==> src/rtl/axi_rd_arbiter_pkg.sv <==
// Shared definitions for the AXI read-channel arbiter: read IDs, FSM and grant encodings.
package axi_rd_arbiter_pkg;

    localparam int         AXI_ID_W    = 4;
    localparam logic [3:0] AXI_ID_INST = 4'd0;
    localparam logic [3:0] AXI_ID_DATA = 4'd1;
    localparam int         CNT_W       = 2;

    // AR channel FSM: IDLE arbitrates, AR_BUSY holds the address until arready
    typedef enum logic {
        AR_IDLE = 1'b0,
        AR_BUSY = 1'b1
    } ar_state_e;

    // Last winner of arbitration, used to alternate on ties
    typedef enum logic {
        GNT_INST = 1'b0,
        GNT_DATA = 1'b1
    } grant_e;

    // Two byte addresses fall in the same 32-bit word
    function automatic logic same_word(input logic [31:0] a, input logic [31:0] b);
        return a[31:2] == b[31:2];
    endfunction

endpackage

==> src/rtl/rd_outst_cnt.sv <==
// Saturating outstanding-read counter for one AXI read ID.
// A simultaneous inc and dec leaves the count unchanged; it never wraps.
module rd_outst_cnt
    import axi_rd_arbiter_pkg::*;
#(
    parameter int MAX = 2
) (
    input  logic clk,
    input  logic srst,
    input  logic inc,
    input  logic dec,
    output logic full,
    output logic empty
);

    localparam logic [CNT_W-1:0] MAX_C = CNT_W'(MAX);

    logic [CNT_W-1:0] cnt_reg;

    // Count issued reads up and returned reads down, clamped at both ends
    always_ff @(posedge clk) begin
        if (srst) begin
            cnt_reg <= '0;
        end else if (inc && !dec && !full) begin
            cnt_reg <= cnt_reg + 1'b1;
        end else if (dec && !inc && !empty) begin
            cnt_reg <= cnt_reg - 1'b1;
        end
    end

    assign full  = (cnt_reg >= MAX_C);
    assign empty = (cnt_reg == '0);

endmodule

==> src/rtl/axi_rd_arbiter.sv <==
// Round-robin arbiter sharing one AXI AR/R channel pair between the fetch port
// and the load port, with per-ID outstanding limits, rid-based response routing
// and a read-after-write hold on loads that hit the word of an in-flight store.
module axi_rd_arbiter
    import axi_rd_arbiter_pkg::*;
#(
    parameter int         MAX_OUTST = 2,
    parameter logic [3:0] INST_ID   = AXI_ID_INST,
    parameter logic [3:0] DATA_ID   = AXI_ID_DATA
) (
    input  logic        aclk,
    input  logic        reset,
    input  logic        inst_req,
    input  logic [31:0] inst_addr,
    input  logic [1:0]  inst_size,
    output logic        inst_addr_ok,
    output logic        inst_data_ok,
    output logic [31:0] inst_rdata,
    input  logic        data_req,
    input  logic [31:0] data_addr,
    input  logic [1:0]  data_size,
    output logic        data_addr_ok,
    output logic        data_data_ok,
    output logic [31:0] data_rdata,
    input  logic        wr_pend,
    input  logic [31:0] wr_pend_addr,
    output logic [3:0]  arid,
    output logic [31:0] araddr,
    output logic [2:0]  arsize,
    output logic        arvalid,
    input  logic        arready,
    input  logic [3:0]  rid,
    input  logic [31:0] rdata,
    input  logic        rvalid,
    output logic        rready
);

    // Index 0 tracks fetch reads, index 1 tracks load reads
    localparam int N_PORT = 2;

    ar_state_e    state_reg, state_next;
    grant_e       last_grant_reg;
    logic [3:0]   arid_reg;
    logic [31:0]  araddr_reg;
    logic [2:0]   arsize_reg;
    logic         arvalid_reg;

    logic         inst_elig, data_elig;
    logic         grant_inst, grant_data;
    logic         raw_hazard;
    logic         resp_fire;

    logic [N_PORT-1:0] cnt_inc, cnt_dec, cnt_full, cnt_empty;

    // Outstanding counters, one per read ID
    genvar gi;
    generate
        for (gi = 0; gi < N_PORT; gi++) begin : g_cnt
            rd_outst_cnt #(
                .MAX (MAX_OUTST)
            ) u_cnt (
                .clk   (aclk),
                .srst  (reset),
                .inc   (cnt_inc[gi]),
                .dec   (cnt_dec[gi]),
                .full  (cnt_full[gi]),
                .empty (cnt_empty[gi])
            );
        end
    endgenerate

    // A load to the same word as a pending store must wait for the store
    assign raw_hazard = wr_pend && same_word(wr_pend_addr, data_addr);
    assign inst_elig  = inst_req && !cnt_full[0];
    assign data_elig  = data_req && !cnt_full[1] && !raw_hazard;

    // Next-state and grant decision; grants only in IDLE and never during reset
    always_comb begin
        state_next = state_reg;
        grant_inst = 1'b0;
        grant_data = 1'b0;
        case (state_reg)
            AR_IDLE: begin
                if (!reset) begin
                    grant_inst = inst_elig && (!data_elig || (last_grant_reg == GNT_DATA));
                    grant_data = data_elig && (!inst_elig || (last_grant_reg == GNT_INST));
                    if (grant_inst || grant_data) begin
                        state_next = AR_BUSY;
                    end
                end
            end
            AR_BUSY: begin
                if (arready) begin
                    state_next = AR_IDLE;
                end
            end
            default: state_next = AR_IDLE;
        endcase
    end

    // FSM state register
    always_ff @(posedge aclk) begin
        if (reset) begin
            state_reg <= AR_IDLE;
        end else begin
            state_reg <= state_next;
        end
    end

    // AR register: latch the winner's request, hold it until the slave takes it
    always_ff @(posedge aclk) begin
        if (reset) begin
            arid_reg       <= '0;
            araddr_reg     <= '0;
            arsize_reg     <= '0;
            arvalid_reg    <= 1'b0;
            last_grant_reg <= GNT_INST;
        end else if (grant_inst) begin
            arid_reg       <= INST_ID;
            araddr_reg     <= inst_addr;
            arsize_reg     <= {1'b0, inst_size};
            arvalid_reg    <= 1'b1;
            last_grant_reg <= GNT_INST;
        end else if (grant_data) begin
            arid_reg       <= DATA_ID;
            araddr_reg     <= data_addr;
            arsize_reg     <= {1'b0, data_size};
            arvalid_reg    <= 1'b1;
            last_grant_reg <= GNT_DATA;
        end else if ((state_reg == AR_BUSY) && arready) begin
            arvalid_reg    <= 1'b0;
        end
    end

    assign arid    = arid_reg;
    assign araddr  = araddr_reg;
    assign arsize  = arsize_reg;
    assign arvalid = arvalid_reg;

    assign inst_addr_ok = grant_inst;
    assign data_addr_ok = grant_data;

    // R channel is always accepted outside reset; stray responses are dropped
    assign rready       = !reset;
    assign resp_fire    = rvalid && rready;
    assign inst_data_ok = resp_fire && (rid == INST_ID) && !cnt_empty[0];
    assign data_data_ok = resp_fire && (rid == DATA_ID) && !cnt_empty[1];
    assign inst_rdata   = rdata;
    assign data_rdata   = rdata;

    assign cnt_inc = {grant_data, grant_inst};
    assign cnt_dec = {data_data_ok, inst_data_ok};

endmodule

==> config.mk <==
export PLATFORM = sky130hd
export DESIGN_NAME = axi_rd_arbiter
export DESIGN_NICKNAME = d
export VERILOG_FILES = /design/src/rtl/axi_rd_arbiter_pkg.sv /design/src/rtl/rd_outst_cnt.sv /design/src/rtl/axi_rd_arbiter.sv
export SDC_FILE = /design/constraint.sdc
export NUM_CORES = 1
export LEC_CHECK = 0
export BUFFER_PORTS_ARGS = -buffer_cell sky130_fd_sc_hd__buf_2
export CAP_MARGIN = 0
export CORE_AREA = 2 2 96 98
export CTS_CLUSTER_SIZE = 28
export DETAILED_ROUTE_END_ITERATION = 12
export DIE_AREA = 0 0 98 100
export PLACE_DENSITY = 0.7
export SETUP_SLACK_MARGIN = 0.5
export SYNTH_ARGS = -nofsm -noshare
export SYNTH_HDL_FRONTEND = slang
export SYNTH_SLANG_ARGS = --single-unit
==> constraint.sdc <==
create_clock -name aclk -period 4.4 [get_ports aclk]
set_input_delay 0.44 -clock aclk [delete_from_list [all_inputs] [get_ports aclk]]
set_output_delay 0.44 -clock aclk [all_outputs]
set_load 0.02 [all_outputs]
==> results of run 1 <==
-- cells in the mapped netlist, types with 2 or more instances --
library cell and number:
nand3_1 2, buf_2 5, nand4_1 7, o21ai_0 3, a21oi_1 3, nor2_1 40, buf_4 70, a311oi_2 20
clkbuf_1 7, dfxtp_1 41, nand2_1 72, buf_6 4, a211o_1 2, mux2i_1 3, xnor2_1 31, inv_1 4
a311oi_1 14, nor4_1 3, buf_1 2
-- where the power goes --
group | switching [mW] | internal [mW]
registers | 0.0188 | 0.404
logic | 0.148 | 0.112
clock network | 0.135 | 0.226
-- cells by family (layout without fill, tap and decap cells) --
logic type	count (synthesis)	count (layout)
buffers and inverters	93	164
xor gates and xnor gates	31	31
DFF	41	41
muxes	3	3
other	1	4
and+or+nand+nor	128	128
AOI/OAI and AO/OA	45	45
-- final timing paths --
kind,end,from,cells after the start,slack (ps)
min,state_reg,arready,2,370
max,data_addr_ok,data_addr[16],8,1630
min reg2reg,arsize[1],arsize[1],2,490
max reg2reg,g_cnt[1].u_cnt.cnt_reg[1],g_cnt[0].u_cnt.cnt_reg[1],6,2270
-- cell type report --
| cell class | count | area, um2 | area share (%) |
|---|---|---|---|
| clock buffer | 5 | 68.8 | 2.14 |
| clock inverter | 3 | 65.1 | 2.02 |
| inverter | 5 | 18.8 | 0.584 |
| multi-input combinational | 211 | 1340 | 41.8 |
| sequential | 41 | 821 | 25.5 |
| tap | 111 | 139 | 4.32 |
| timing repair buffer | 151 | 761 | 23.7 |
-- per-layer routing --
metal	track usage [%]	routed length, um	part of all wire [%]
met5	0	0	0
met4	4.81	98	1.3
met3	4.32	565	7.4
met2	26.4	3770	50
met1	17.5	3170	42
-- worst reg2reg max path, stage by stage (launching register included) --
cell and delay, ps:
dfxtp_1 380, nor2b_1 100, a211o_1 290, or2_1 250
inv_2 520, xnor2_1 210, o221a_2 270
-- cell usage in the layout, fill, tap and decap left out --
cell and instances:
buf_2 149, nand2_1 72, dfxtp_1 41, nor2_1 40
xnor2_1 31, a311oi_2 20, a311oi_1 14, nand4_1 7
clkbuf_8 5, inv_1 4, conb_1 4, nor4_1 3
o21ai_0 3, mux2i_1 3, a21oi_1 3, a211o_1 2
nand3_1 2, bufinv_16 2, buf_4 2, nor2b_1 1
or2_1 1, inv_2 1, nor3b_1 1, o21ai_4 1
or3_1 1, a221oi_1 1, o221a_2 1, clkinv_2 1
-- through the flow --
| stage | hold slack, ps | cells | util [%] | cell area [um2] |
|---|---|---|---|---|
| after CTS | 347 | 527 | 36.2 | 3220 |
| after global routing | 360 | 527 | 36.2 | 3220 |
| final | 366 | 527 | 36.2 | 3220 |
| after floorplan | 446 | 345 | - | 2800 |
| after global placement | 459 | 519 | 34.7 | 3080 |
| after detailed placement | 470 | 519 | 34.7 | 3080 |
==> results.py, run 1 <==
metrics = {
    "status": {
        "status": "finished, final reports clean",
    },
    "layout": {
        "largest_reg_flops": 32,
        "drive_above_1_share_pct": 43.8,
        "antenna_cells": 0,
        "n_fill_cell": 963,
        "nets": 558,
        "syn_to_final_growth_pct": 15.1,
    },
    "clock_tree": {
        "cts_resized": 0,
        "cts_hold_buf": 0,
        "cts_max_path_buffers": 2,
        "cts_setup_buffers": 0,
        "clock-root-buffer": "clkbuf_8",
        "cts_tree": "yes",
        "cts-buffers-inserted": 5,
        "cts.htree.levels": 2,
        "clk_latency_ps": 290,
        "clk_pin_slew_ps": 80,
        "cts_num_sinks": 41,
    },
    "timing": {
        "min_period_ps": 2770,
        "clock.fmax_mhz": 361,
        "tns_ps": 0,
        "rsz0062_at_grt": "no",
        "hold_viol_final": 0,
        "fin_crit_sh_pct": 63.0,
        "skew_ps": 9.13,
        "report.final.slew_viol_count": 0,
        "tightest_slew_ps": 1010,
        "setup_violations": 0,
        "timing.final.ws_setup_ps": 1630,
        "relSlewSlack_pct": 32.5,
    },
    "routing": {
        "ant_nets": 0,
        "vias": 2502,
        "drt-total-wl_mm": 7.61,
        "drt-initial-drc-count": 88,
        "remaining_drc_errors": 0,
        "viasPerCell": 4.75,
        "dr.pass1.iters": 4,
        "wl_per_cell_um": 14.4,
    },
    "floorplan": {
        "die_h_um": 100,
        "core_area_um2": 8890,
        "dieWidth_um": 98,
        "dieArea_um2": 9800,
        "rows": 35,
        "ios": 252,
        "start_util_pct": 31.4,
    },
    "critical_path": {
        "cp-start-kind": "input pin",
        "arrival_ps": 2330,
        "crit_path_frequent_cell": "buf_2",
        "cp.required_ps": 3960,
        "worstSetupEndpointType": "output port",
        "slowest_delay_ps": 520,
        "path_max_fanout": 38,
        "cp_slowest_cell": "inv_2",
        "path_buf_inv": 3,
        "path_class": "input pin to output port",
        "path_delay_family": "buffers and inverters",
        "path_cells": "buf_2, xnor2_1, nand4_1, nor4_1, a211o_1, or2_1, inv_2, buf_2",
    },
    "power_and_ir_drop": {
        "vdd_ir_drop_max_v": 0.000164,
        "power.density_nw_per_um2": 324,
        "finalPower_mw": 1.04,
        "p_leak_nw": 1.44,
    },
    "placed_design": {
        "pre_cts_ws_ps": 1530,
        "gp_congestion": 0.802,
        "port_buffers": 149,
        "dpl.hpwl_mm": 5.77,
    },
    "synthesis": {
        "synthAdderAreaFrac_pct": 0,
        "synth.area.mux_share_pct": 1.08,
        "async_flop_share_pct": 0,
        "syn-cell-area_um2": 2790,
        "synthCells": 342,
        "synth_area_leader_cell": "dfxtp_1",
        "synth.area.top_cells": "dfxtp_1 (29%), buf_4 (19%), a311oi_2 (11%), xnor2_1 (9.7%), nand2_1 (9.7%)",
        "synth_xor_area_share_pct": 9.72,
        "synth_top_family_by_area": "buffers and inverters",
        "synth_edf_count": 0,
        "synth_seq_area_share_pct": 29.4,
        "yosysTopAreaCellShare_pct": 29.4,
        "synthSimpleGateAreaFrac_pct": 18.6,
        "synth_ff_type": "dfxtp_1",
        "syn_area_per_cell_um2": 8.17,
        "synth_seq_cells": 41,
        "synth-compound-area-share_pct": 17.9,
        "synthDistinctLibCells": 28,
        "yosys_warnings": 0,
    },
    "global_route": {
        "first_global_vias": 2387,
        "grt_pass1_wl_mm": 11.7,
        "grt_max_degree": 70,
        "grt_usage_pct": 15.0,
        "antenna_found_initial": 0,
        "overflow": 0,
    },
    "job": {
        "maxCapViolCount": 0,
    },
    "hold_path": {
        "hp-class": "input pin to flip-flop",
    },
}
Power figures use the tool's default switching activity.
==> inputs of run 2 (changes only) <==
Settings changed: CORE_AREA 2 2 96 98 to 2 2 97 99, DIE_AREA 0 0 98 100 to 0 0 99 101, PLACE_DENSITY 0.7 to 0.69.
Clock period 4.4 ns to 2.9 ns, I/O delays scaled along.
==> run 2 against run 1 <==
Clock skew about the same. Clock power increased by 52%. Clock-buffer cell count unchanged. Register-to-register slack got worse by 1300 ps. Worst hold slack got worse by 150 ps. Critical path depth unchanged. Sequential share of layout area decreased by 0.61 points. Critical endpoint unchanged.
==> results.py, run 2 (synthesis gave the netlist of run 1 again) <==
metrics = {
    "hold_path": {
        "hp-class": "input pin to flip-flop",
        "hp-start": "arready",
        "min_delay_worst_endpoint": "state_reg",
        "worstHoldPathCells": 2,
    },
    "routing": {
        "dr.pass1.iters": 5,
        "drt-initial-drc-count": 58,
        "viasPerCell": 4.69,
        "remaining_drc_errors": 0,
        "vias": 2479,
        "wl_per_cell_um": 14.4,
        "drt-total-wl_mm": 7.64,
        "ant_nets": 0,
    },
    "critical_path": {
        "cp.required_ps": 2610,
        "cp-start-kind": "input pin",
        "r2r_slack_ps": 1010,
        "r2r_cells": 6,
        "r2r_start": "g_cnt[0].u_cnt.cnt_reg[1]",
        "worstSetupEndpointType": "output port",
        "path_max_fanout": 38,
        "r2r-end": "g_cnt[1].u_cnt.cnt_reg[1]",
        "arrival_ps": 2010,
        "path_class": "input pin to output port",
    },
    "timing": {
        "timing.final.ws_setup_ps": 599,
        "fin_crit_sh_pct": 79.3,
        "tns_ps": 0,
        "report.final.slew_viol_count": 0,
        "hold_viol_final": 0,
        "relSlewSlack_pct": 63.4,
        "min_period_ps": 2300,
        "setup_violations": 0,
        "skew_ps": 8.65,
        "rsz0062_at_grt": "yes",
        "clock.fmax_mhz": 435,
        "tightest_slew_ps": 549,
    },
    "job": {
        "maxCapViolCount": 0,
    },
    "global_route": {
        "use_met3_pct": 4.09,
        "first_global_vias": 2400,
        "grt_max_degree": 39,
        "grt_pass1_wl_mm": 11.9,
        "grtUsageMet2_pct": 25.0,
        "grt_usage_pct": 14.9,
        "antenna_found_initial": 0,
        "met1_usage_pct": 18.0,
        "overflow": 0,
        "grt-busiest-layer": "met2",
    },
    "clock_tree": {
        "cts_tree": "yes",
        "clk_pin_slew_ps": 80,
        "clk_latency_ps": 290,
        "clock-root-buffer": "clkbuf_8",
        "cts-buffers-inserted": 5,
        "cts_setup_buffers": 0,
        "cts_max_path_buffers": 2,
        "cts.htree.levels": 2,
        "cts_num_sinks": 41,
    },
    "layout": {
        "drive_above_1_share_pct": 45.0,
        "nets": 560,
        "antenna_cells": 0,
        "largest_reg_flops": 32,
        "final_cell_mix": "buf_2 (149), nand2_1 (72), dfxtp_1 (41), nor2_1 (40), xnor2_1 (29)",
        "syn_to_final_growth_pct": 18.0,
        "mostFrequentLayoutCell": "buf_2",
    },
    "floorplan": {
        "ios": 252,
        "die_h_um": 101,
        "rows": 35,
        "dieWidth_um": 99,
        "core_area_um2": 8980,
        "start_util_pct": 31.1,
        "dieArea_um2": 10000,
    },
    "placed_design": {
        "port_buffers": 149,
        "gp_congestion": 0.760,
        "pre_cts_ws_ps": 48.2,
        "dpl.hpwl_mm": 5.97,
    },
    "power_and_ir_drop": {
        "vdd_ir_drop_max_v": 0.000176,
        "finalPower_mw": 1.60,
        "p_leak_nw": 1.48,
        "power.density_nw_per_um2": 484,
    },
    "status": {
        "status": "finished, final reports clean",
    },
}
==> run 2: cell types whose count changed in the layout (fill, tap and decap cells not counted), moves of 2 or more <==
cell and delta:
nor4_1 -2, buf_12 +2, xnor2_1 -2, xnor2_2 +2
==> run 2: what timing repair did <==
item | in CTS | in global routing
pin swaps | 0 | 2
gates cloned | 0 | 0
hold buffers | 0 | 0
resized for setup | 4 | 2
setup endpoints to repair | 38 | 15
endpoints found under the hold margin | 0 | 0
==> run 2: report_power, final <==
group | switching [mW] | total [mW] | internal, mW
clock | 0.206 | 0.548 | 0.342
sequential | 0.0286 | 0.641 | 0.612
combinational | 0.231 | 0.407 | 0.177
==> run 2: final cells by class <==
class	count	area, um2
clock inverters	3	65.1
flip-flops and latches	41	821
fillers	937	5680
repair buffers	153	801
inverters	5	21.3
clock buffers	5	68.8
well taps	111	139
multi-input cells	211	1380
==> run 2: worst max-delay path, cell delays in order <==
cell and delay, ps:
buf_2 110, xnor2_1 120, nand4_1 190, nor4_4 80, a211o_1 350, or2_1 270, inv_4 340, buf_2 250
==> run 2: metal layers <==
metal / wire (um) / vias up
met5: 0 / -
met4: 197 / 0
met3: 552 / 18
met2: 3710 / 111
met1: 3180 / 1122
li1: - / 1228
==> run 2: worst max-delay path by stage <==
stage,startpoint,to,slack [ps],depth (start not counted)
2_1_floorplan,data_addr[26],g_cnt[1].u_cnt.cnt_reg[1],1030,10
3_3_place_gp,data_addr[29],g_cnt[1].u_cnt.cnt_reg[1],60,9
3_5_place_dp,data_addr[29],g_cnt[1].u_cnt.cnt_reg[1],50,9
4_1_cts,data_addr[29],data_addr_ok,500,8
5_1_grt,data_addr[16],data_addr_ok,470,8
6_report,data_addr[18],data_addr_ok,600,8
==> run 2: through the flow <==
stage	cells	hold slack (ps)	util [%]	cell area, um2
global route	529	218	36.7	3290
finish	529	219	36.7	3290
floorplan	345	407	-	2800
detailed placement	521	469	34.8	3120
CTS	529	205	36.5	3280
global placement	521	457	34.8	3120
==> inputs of run 3 (changes only) <==
Settings changed: ABC_AREA set to 1, CORE_AREA 2 2 97 99 to 2 2 98 100, DIE_AREA 0 0 99 101 to 0 0 100 102, PLACE_DENSITY 0.69 to 0.77.
Clock period 2.9 ns to 1.9 ns, I/O delays scaled along.
==> run 3 against run 2 <==
Clock skew shrank 5.7 ps. Non-clock buffer count increased by 31. Die area is 2.0% higher. Total power is 64% higher. Synthesized area grew 17%.
==> results.py, run 3 <==
metrics = {
    "timing": {
        "report.final.slew_viol_count": 0,
        "timing.final.ws_setup_ps": 359,
        "min_period_ps": 1540,
        "skew_ps": 2.97,
        "hold_slack_ps": 112,
        "fin_crit_sh_pct": 81.1,
        "rsz0062_at_grt": "yes",
        "tightest_slew_ps": 515,
        "relSlewSlack_pct": 65.7,
        "setup_violations": 0,
        "hold_viol_final": 0,
        "clock.fmax_mhz": 649,
        "tns_ps": 0,
    },
    "job": {
        "maxCapViolCount": 0,
    },
    "floorplan": {
        "ios": 252,
        "core_area_um2": 9110,
        "rows": 35,
        "dieWidth_um": 100,
        "die_h_um": 102,
        "start_util_pct": 36.0,
        "dieArea_um2": 10200,
    },
    "critical_path": {
        "worstSetupEndpointType": "output port",
        "cp.required_ps": 1710,
        "cp-start-kind": "input pin",
        "path_class": "input pin to output port",
        "cp_slowest_cell": "nor2_2",
        "slowest_delay_ps": 160,
        "arrival_ps": 1350,
        "path_max_fanout": 3,
        "path_cells": "buf_6, xnor2_1, nand2_1, nor2_2, nand2_2, nor2_4, nand2_4, buf_6, nand3_4, nand2_4, inv_4, buf_6",
        "crit_path_frequent_cell": "buf_6",
    },
    "clock_tree": {
        "cts_tree": "yes",
        "clk_pin_slew_ps": 90,
        "cts_max_path_buffers": 2,
        "cts_num_sinks": 41,
        "clock-root-buffer": "clkbuf_8",
        "cts.htree.levels": 2,
        "cts_hold_buf": 0,
        "cts-buffers-inserted": 5,
        "clk_latency_ps": 290,
    },
    "routing": {
        "drt-total-wl_mm": 10.6,
        "viasPerCell": 4.61,
        "remaining_drc_errors": 0,
        "ant_nets": 0,
        "drt-initial-drc-count": 96,
        "wl_per_cell_um": 14.6,
        "dr.pass1.iters": 4,
        "vias": 3351,
    },
    "synthesis": {
        "syn_area_per_cell_um2": 6.47,
        "syn-cell-area_um2": 3280,
        "async_flop_share_pct": 0,
        "synthDistinctLibCells": 32,
        "yosysTopAreaCellShare_pct": 25.0,
        "yosys_warnings": 0,
        "synth_edf_count": 0,
        "post-synth-top-count-cell": "nand2_1",
        "synth_seq_area_share_pct": 25.0,
        "yosys-top-cells-count": "nand2_1 (129), buf_4 (70), inv_1 (63)",
        "synth.area.top_cells": "dfxtp_1 (25%), buf_4 (16%), nand2_1 (15%), inv_1 (7.2%), a21oi_1 (6.3%)",
        "synth_ff_type": "dfxtp_1",
        "synth_area_leader_cell": "dfxtp_1",
        "synthCells": 507,
        "synth_seq_cells": 41,
    },
    "layout": {
        "nets": 758,
        "n_fill_cell": 904,
        "multi_input_area_um2": 1840,
        "final_cell_mix": "buf_2 (115), nand2_1 (103), nand2_2 (52), inv_1 (44)",
        "syn_to_final_growth_pct": 40.4,
        "regArea_um2": 830,
        "antenna_cells": 0,
        "drive_above_1_share_pct": 56.5,
        "post-route-util_pct": 50.5,
        "largest_reg_flops": 32,
        "final_cells": 727,
        "mostFrequentLayoutCell": "buf_2",
    },
    "placed_design": {
        "dpl.hpwl_mm": 6.27,
        "dp_cells": 698,
        "pre_cts_ws_ps": -18.1,
        "gp_congestion": 0.805,
        "port_buffers": 149,
    },
    "power_and_ir_drop": {
        "swShare_pct": 36.4,
        "p_int_mw": 1.67,
        "p_switching_uw": 953,
        "seq_power_share_pct": 37.7,
        "clock_power_share_pct": 22.8,
        "vdd_ir_drop_max_v": 0.000314,
        "comb_power_share_pct": 39.5,
        "p_leak_nw": 2.51,
        "power.density_nw_per_um2": 569,
    },
    "global_route": {
        "first_global_vias": 3027,
        "overflow": 0,
        "grt_max_degree": 39,
        "grt_usage_pct": 17.3,
        "antenna_found_initial": 0,
        "grt_pass1_wl_mm": 14.0,
    },
    "status": {
        "status": "finished, final reports clean",
    },
    "hold_path": {
        "hp-class": "input pin to flip-flop",
    },
}
run 3: cell count changes after synthesis, sizes merged, moves of 9 or more:
cell,delta
xnor2,-23
inv,+62
nand2,+88
nor2,+9
a21oi,+39
o21ai,+32
a311oi,-34
run 3: kinds of logic (layout without fill, tap and decap cells):
group / after synthesis / count (layout) / synth area share [%]
flops: 41 / 41 / 25.0
compound gates: 81 / 81 / 12.8
buf+inv: 155 / 261 / 30.1
xor+xnor: 8 / 8 / 2.14
simple gates: 221 / 221 / 29.8
other cells: 1 / 4 / 0.114
run 3: what timing repair did:
action | in CTS | in global routing
pin swaps | 38 | 48
endpoints found under the hold margin | 0 | 0
cloned | 1 | 8
setup buffers | 10 | 2
endpoints found under the setup margin | 40 | 44
resized for setup | 77 | 141
run 3: per-layer routing:
| metal | routed length, um | track usage, % | share of wire (%) | vias up |
|---|---|---|---|---|
| li1 | - | - | - | 1684 |
| met1 | 4290 | 20.1 | 40 | 1520 |
| met2 | 5500 | 32.6 | 52 | 131 |
| met3 | 705 | 3.76 | 6.6 | 16 |
| met4 | 117 | 4.00 | 1.1 | 0 |
| met5 | 0 | 0 | 0 | - |
run 3: worst paths after layout:
check	end	depth (start not counted)	startpoint	slack (ps)
setup reg to reg	g_cnt[0].u_cnt.cnt_reg[0]	10	g_cnt[1].u_cnt.cnt_reg[1]	390
hold / removal	araddr[15]	3	data_addr[15]	110
setup / recovery	inst_addr_ok	12	wr_pend_addr[12]	360
hold reg to reg	g_cnt[1].u_cnt.cnt_reg[0]	2	g_cnt[1].u_cnt.cnt_reg[0]	500
run 3: area by class of cell:
type	count	area share, %
Inverter	68	5.92
Timing Repair Buffer	184	31.1
Timing Repair inverter	1	0.190
Clock inverter	3	0.380
Sequential cell	41	18.0
Multi-Input combinational cell	314	39.9
Tap cell	111	3.02
Clock buffer	5	1.49
run 3: critical path, delay by kind of cell:
kind | cells | cell delay, ps
buf+inv | 4 | 390
simple gates | 7 | 620
xor+xnor | 1 | 140
run 3: power by group through the flow:
stage	logic (mW)	registers [mW]	clock network (mW)
after floorplan	0.612	1.08	0
after global placement	0.738	0.998	0
after detailed placement	0.746	1.00	0
after CTS	0.834	0.983	0.621
after global routing	1.13	0.994	0.658
final	1.03	0.986	0.598
run 3: stage by stage:
stage	cell area [um2]	total power [mW]
3_3_place_gp	3590	1.74
3_5_place_dp	3590	1.75
6_report	4600	2.62
5_1_grt	4600	2.78
4_1_cts	4000	2.44
2_1_floorplan	3290	1.69
